### src/rtl/quadrature_updown_decoder.sv
// Quadrature A/B decoder: synchronises the pins and emits a step/dir pair (counter
// t/mode style). It also keeps a wrapping position count and a sticky illegal-jump flag.
module quadrature_updown_decoder #(
  parameter int WIDTH = 4
) (
  input  logic             clk,
  input  logic             rst_n,
  input  logic             a,
  input  logic             b,
  input  logic             en,
  input  logic             clr,
  output logic             step,
  output logic             dir,
  output logic [WIDTH-1:0] qout,
  output logic             wrap,
  output logic             err
);

  logic [1:0] r_s1, r_s2, r_prev;
  logic [1:0] r_arm;

  logic       w_armed, w_act;
  logic [1:0] w_cur_pos, w_prev_pos, w_delta;
  logic       w_up, w_dn, w_bad;
  logic       w_wrap;

  // Map gray {a,b} to a 2-bit position so that a legal up step is +1 and a legal down step is -1.
  function automatic logic [1:0] gray2pos(input logic [1:0] ab);
    return {ab[0], ab[1] ^ ab[0]};
  endfunction

  always_comb begin
    w_armed    = (r_arm == 2'd3);
    w_act      = w_armed & en & ~clr;
    w_cur_pos  = gray2pos(r_s2);
    w_prev_pos = gray2pos(r_prev);
    w_delta    = w_cur_pos - w_prev_pos;
    w_up       = w_act & (w_delta == 2'd1);
    w_dn       = w_act & (w_delta == 2'd3);
    w_bad      = w_act & (w_delta == 2'd2);
    w_wrap     = (w_up & (qout == {WIDTH{1'b1}})) | (w_dn & (qout == {WIDTH{1'b0}}));
  end

  always_ff @(posedge clk or negedge rst_n) begin
    if (!rst_n) begin
      r_s1   <= 2'b00;
      r_s2   <= 2'b00;
      r_prev <= 2'b00;
      r_arm  <= 2'd0;
      step   <= 1'b0;
      dir    <= 1'b0;
      qout   <= '0;
      wrap   <= 1'b0;
      err    <= 1'b0;
    end else begin
      r_s1   <= {a, b};
      r_s2   <= r_s1;
      r_prev <= r_s2;
      // Hold decode off until the sync chain and prev hold real pin values.
      if (!w_armed) r_arm <= r_arm + 2'd1;
      step <= w_up | w_dn;
      wrap <= w_wrap;
      if (w_up)      dir <= 1'b0;
      else if (w_dn) dir <= 1'b1;
      if (clr) begin
        qout <= '0;
        err  <= 1'b0;
      end else begin
        if (w_up)      qout <= qout + WIDTH'(1);
        else if (w_dn) qout <= qout - WIDTH'(1);
        if (w_bad) err <= 1'b1;
      end
    end
  end

endmodule

### config.mk
export PLATFORM = sky130hd
export DESIGN_NAME = quadrature_updown_decoder
export DESIGN_NICKNAME = d
export VERILOG_FILES = /design/src/rtl/quadrature_updown_decoder.sv
export SDC_FILE = /design/constraint.sdc
export NUM_CORES = 1
export LEC_CHECK = 0
export BUFFER_PORTS_ARGS = -buffer_cell sky130_fd_sc_hd__clkbuf_2
export CELL_PAD_IN_SITES_DETAIL_PLACEMENT = 1
export CELL_PAD_IN_SITES_GLOBAL_PLACEMENT = 2
export CORE_MARGIN = 10
export CORE_UTILIZATION = 36
export CTS_BUF_LIST = sky130_fd_sc_hd__clkbuf_4 sky130_fd_sc_hd__clkbuf_8
export DETAILED_ROUTE_END_ITERATION = 7
export GPL_TIMING_DRIVEN = 0
export HOLD_SLACK_MARGIN = 0.06
export PLACE_DENSITY_LB_ADDON = 0.1
export SYNTH_ARGS = -nofsm -noshare
export SYNTH_HDL_FRONTEND = slang
export SYNTH_SLANG_ARGS = --single-unit
export TNS_END_PERCENT = 100
### constraint.sdc
create_clock -name clk -period 3.7 [get_ports clk]
set_input_delay 0.37 -clock clk [delete_from_list [all_inputs] [get_ports clk]]
set_output_delay 0.37 -clock clk [all_outputs]
set_load 0.02 [all_outputs]
==> impl_metrics.yaml <==
status:
  outcome: "complete, no violations"
critical_path:
  path_buf_inv: 0
  crit_chain: "xor2_1 > ha_1 > nand3b_1 > or3_2 > ha_1 > a21oi_1 > a211o_1 > a21o_1 > a21oi_2"
  cp_top_family: "simple AND/OR/NAND/NOR gates"
  arrival_ns: 3.13
  critPathCaptureType: "flop"
  worstPathRequired_ns: 3.90
  worstReg2RegStart: "r_prev[0]$_DFF_PN0_"
  worstSetupPathType: "flop to flop"
  r2r_end: "qout[3]$_DFFE_PN0P_"
  endpoint: "qout[3]$_DFFE_PN0P_"
  cpMaxStageDelayCell: "or3_2"
  critPathMaxFanout: 10
  crit_cells: 9
  timing.critical_path.from: "r_prev[0]$_DFF_PN0_"
  r2r_setup_slack_ns: 0.77
  r2r_cells: 9
  cp_common_cell: "ha_1"
  start_kind: "flop"
  slowest_delay_ns: 0.56
routing:
  routed_wl_um: 1410
  ant_nets: 0
  drtPass1Iterations: 4
  wl_per_cell_um: 14.1
  num_vias: 466
  drc: 0
  drtIter0Drc: 3
  avgViaCountPerCell: 4.66
floorplanning:
  io_pins: 14
  dieArea_sq_um: 4160
  core_sq_um: 1920
  fp-row-count: 16
  fp.dieW_um: 64.5
  initial_core_util_pct: 37.0
  fp.dieH_um: 64.5
sta:
  post-route-min-period_ns: 2.93
  setup_viol: 0
  fin_ws_ns: 0.771
  hold_viol_final: 0
  skew_ns: 0.00736
  relSlewSlack_pct: 71.9
  setup-tns-final_ns: 0
  rsz0062_at_grt: "no"
  holdWs_ns: 0.205
  slew_viol_final: 0
  max_freq_mhz: 341
  tightest_slew_ns: 0.421
  period_share_pct: 79.2
cts:
  cts_resized: 0
  clock-root-buffer: "clkbuf_4"
  clock_latency_ns: 0.27
  numCtsBuffers: 3
  hold_buffers: 1
  ctsHtreeMaxLevel: 1
  path_clk_slew_ns: 0.08
  cts_buffer_depth: 2
  cts_tree: "yes"
  cts_sinks: 16
  cts_setup_buffers: 0
synth:
  syn_area_per_cell_sq_um: 12.5
  ys_seq_area_share_pct: 56.2
  synthDistinctLibCells: 22
  yosysWarnings: 0
  syn-num-nets: 68
  netlist_instances: 57
  synth-seq-cells: 16
  synth_area_sq_um: 712
final_layout:
  final_cells: 100
  fill_cells: 228
  layout-drive-gt1-share_pct: 27.4
  syn_to_final_growth_pct: 17.8
  final_nets: 86
  antenna_cells: 0
  fin_util_pct: 43.6
place:
  place.gp.congestion: 0.697
  portBuffers: 12
  dp_hpwl_um: 1070
  dp_cells: 96
  dp_worst_setup_slack_ns: 0.775
grt:
  antenna_found_initial: 0
  grt_max_degree: 17
  grt_pass1_vias: 515
  grt_first_pass_wirelength_um: 2400
  grt.total_usage_pct: 7.16
  grt_overflow_total: 0
power_and_ir_drop:
  ir_worst_vdd_v: 0.000202
  p_per_area_nw_per_um2: 491
  p_leak_nw: 0.389
worst_hold_path:
  min_path_type: "input pin to flop"
job:
  max-cap-violations: 0
[state kept, by name, indices dropped and copies added, names as in the netlist]
signal / cells
r_prev: 2
step: 1
wrap: 1
dir: 1
err: 1
r_arm: 2
qout: 4
r_s2: 2
r_s1: 2
[how the worst min path moves through the flow]
stage               depth (start not counted)             endpoint   from  slack, ns
floorplan                                   0      dir$_DFFE_PN0P_  rst_n       0.07
global placement                            1  r_prev[1]$_DFF_PN0_  rst_n       0.32
detailed placement                          1  r_prev[0]$_DFF_PN0_  rst_n       0.32
CTS                                         1    r_s1[1]$_DFF_PN0_      a       0.20
global route                                1    r_s1[1]$_DFF_PN0_      a       0.19
finish                                      1    r_s1[1]$_DFF_PN0_      a       0.20
[report_power, final]
group	internal (mW)	total, mW	switching [mW]	leakage [nW]
Sequential	0.193	0.209	0.0162	0.194
Clock	0.0376	0.0868	0.0491	0.0138
Combinational	0.0476	0.115	0.0678	0.181
Total	0.278	0.411	0.133	0.389
[cells in the final DEF, fill, tap and decap left out]
| master | instances |
|---|---|
| a211o_1 | 1 |
| a21o_1 | 1 |
| a21oi_1 | 4 |
| a21oi_2 | 1 |
| a41oi_1 | 1 |
| buf_1 | 1 |
| clkbuf_2 | 12 |
| clkbuf_4 | 3 |
| dfrtp_1 | 16 |
| dlygate4sd3_1 | 1 |
| fa_1 | 1 |
| ha_1 | 4 |
| inv_1 | 3 |
| mux2_2 | 2 |
| nand3_1 | 2 |
| nand3b_1 | 1 |
| nand4_1 | 1 |
| nand4b_1 | 1 |
| nor2_1 | 8 |
| nor3_1 | 1 |
| nor4_1 | 1 |
| or3_2 | 1 |
| xnor2_1 | 3 |
| xor2_1 | 2 |
| xor3_2 | 1 |
[worst register-to-register path: cells and delay by family, from the launching register on]
kind,cells,cell delay [ns]
AND/OR/NAND/NOR,2,0.95
XOR/XNOR,1,0.17
flip-flops,1,0.41
adder cells (fa/ha/maj),2,0.63
AO/OA/AOI/OAI,4,0.71
[per-layer routing]
layer | vias up | track usage, % | share of wire (%)
li1 | 230 | - | -
met3 | 0 | 3.44 | 7.1
met1 | 226 | 8.81 | 47
met5 | - | 0 | 0
met4 | 0 | 1.60 | 0
met2 | 10 | 11.1 | 46
[cell families after synthesis]
| logic type | count (synthesis) | share of synthesized area [%] |
|---|---|---|
| XOR/XNOR | 6 | 9.67 |
| AND/OR/NAND/NOR | 16 | 11.4 |
| flip-flops | 16 | 56.2 |
| buffers and inverters | 4 | 2.11 |
| adder cells (fa/ha/maj) | 5 | 9.84 |
| multiplexers | 2 | 3.16 |
| AO/OA/AOI/OAI | 8 | 7.56 |
[synth_stat cells (all sizes together)]
cell type  number  area, sq um
a21o            1         7.51
xnor2           3         26.3
nor2            8         30.0
inv             3         11.3
nand4           1         6.26
nand4b          1         8.76
dfrtp          16          400
buf             1         3.75
mux2            2         22.5
xor2            2         17.5
nor4            1         6.26
a41oi           1         8.76
ha              4         50.1
a211o           1         8.76
nor3            1         5.00
fa              1         20.0
or3             1         7.51
xor3            1         25.0
a21oi           5         28.8
nand3b          1         7.51
nand3           2         10.0
[metrics by stage]
step,total power [mW],cell area [sq um]
CTS,0.421,838
detailed placement,0.330,806
global route,0.443,838
floorplan,0.291,712
finish,0.411,838
global placement,0.328,806
[cell type report]
class                      instances  area, sq um  share of cell area, %
sequential                        16          400                   47.8
timing repair buffer              13         70.1                   8.36
inverter                           3         11.3                   1.34
tap                               27         33.8                   4.03
multi-input combinational         37          297                   35.4
clock buffer                       3         22.5                   2.69
buffer                             1         3.75                  0.448
Power figures use the tool's default switching activity.
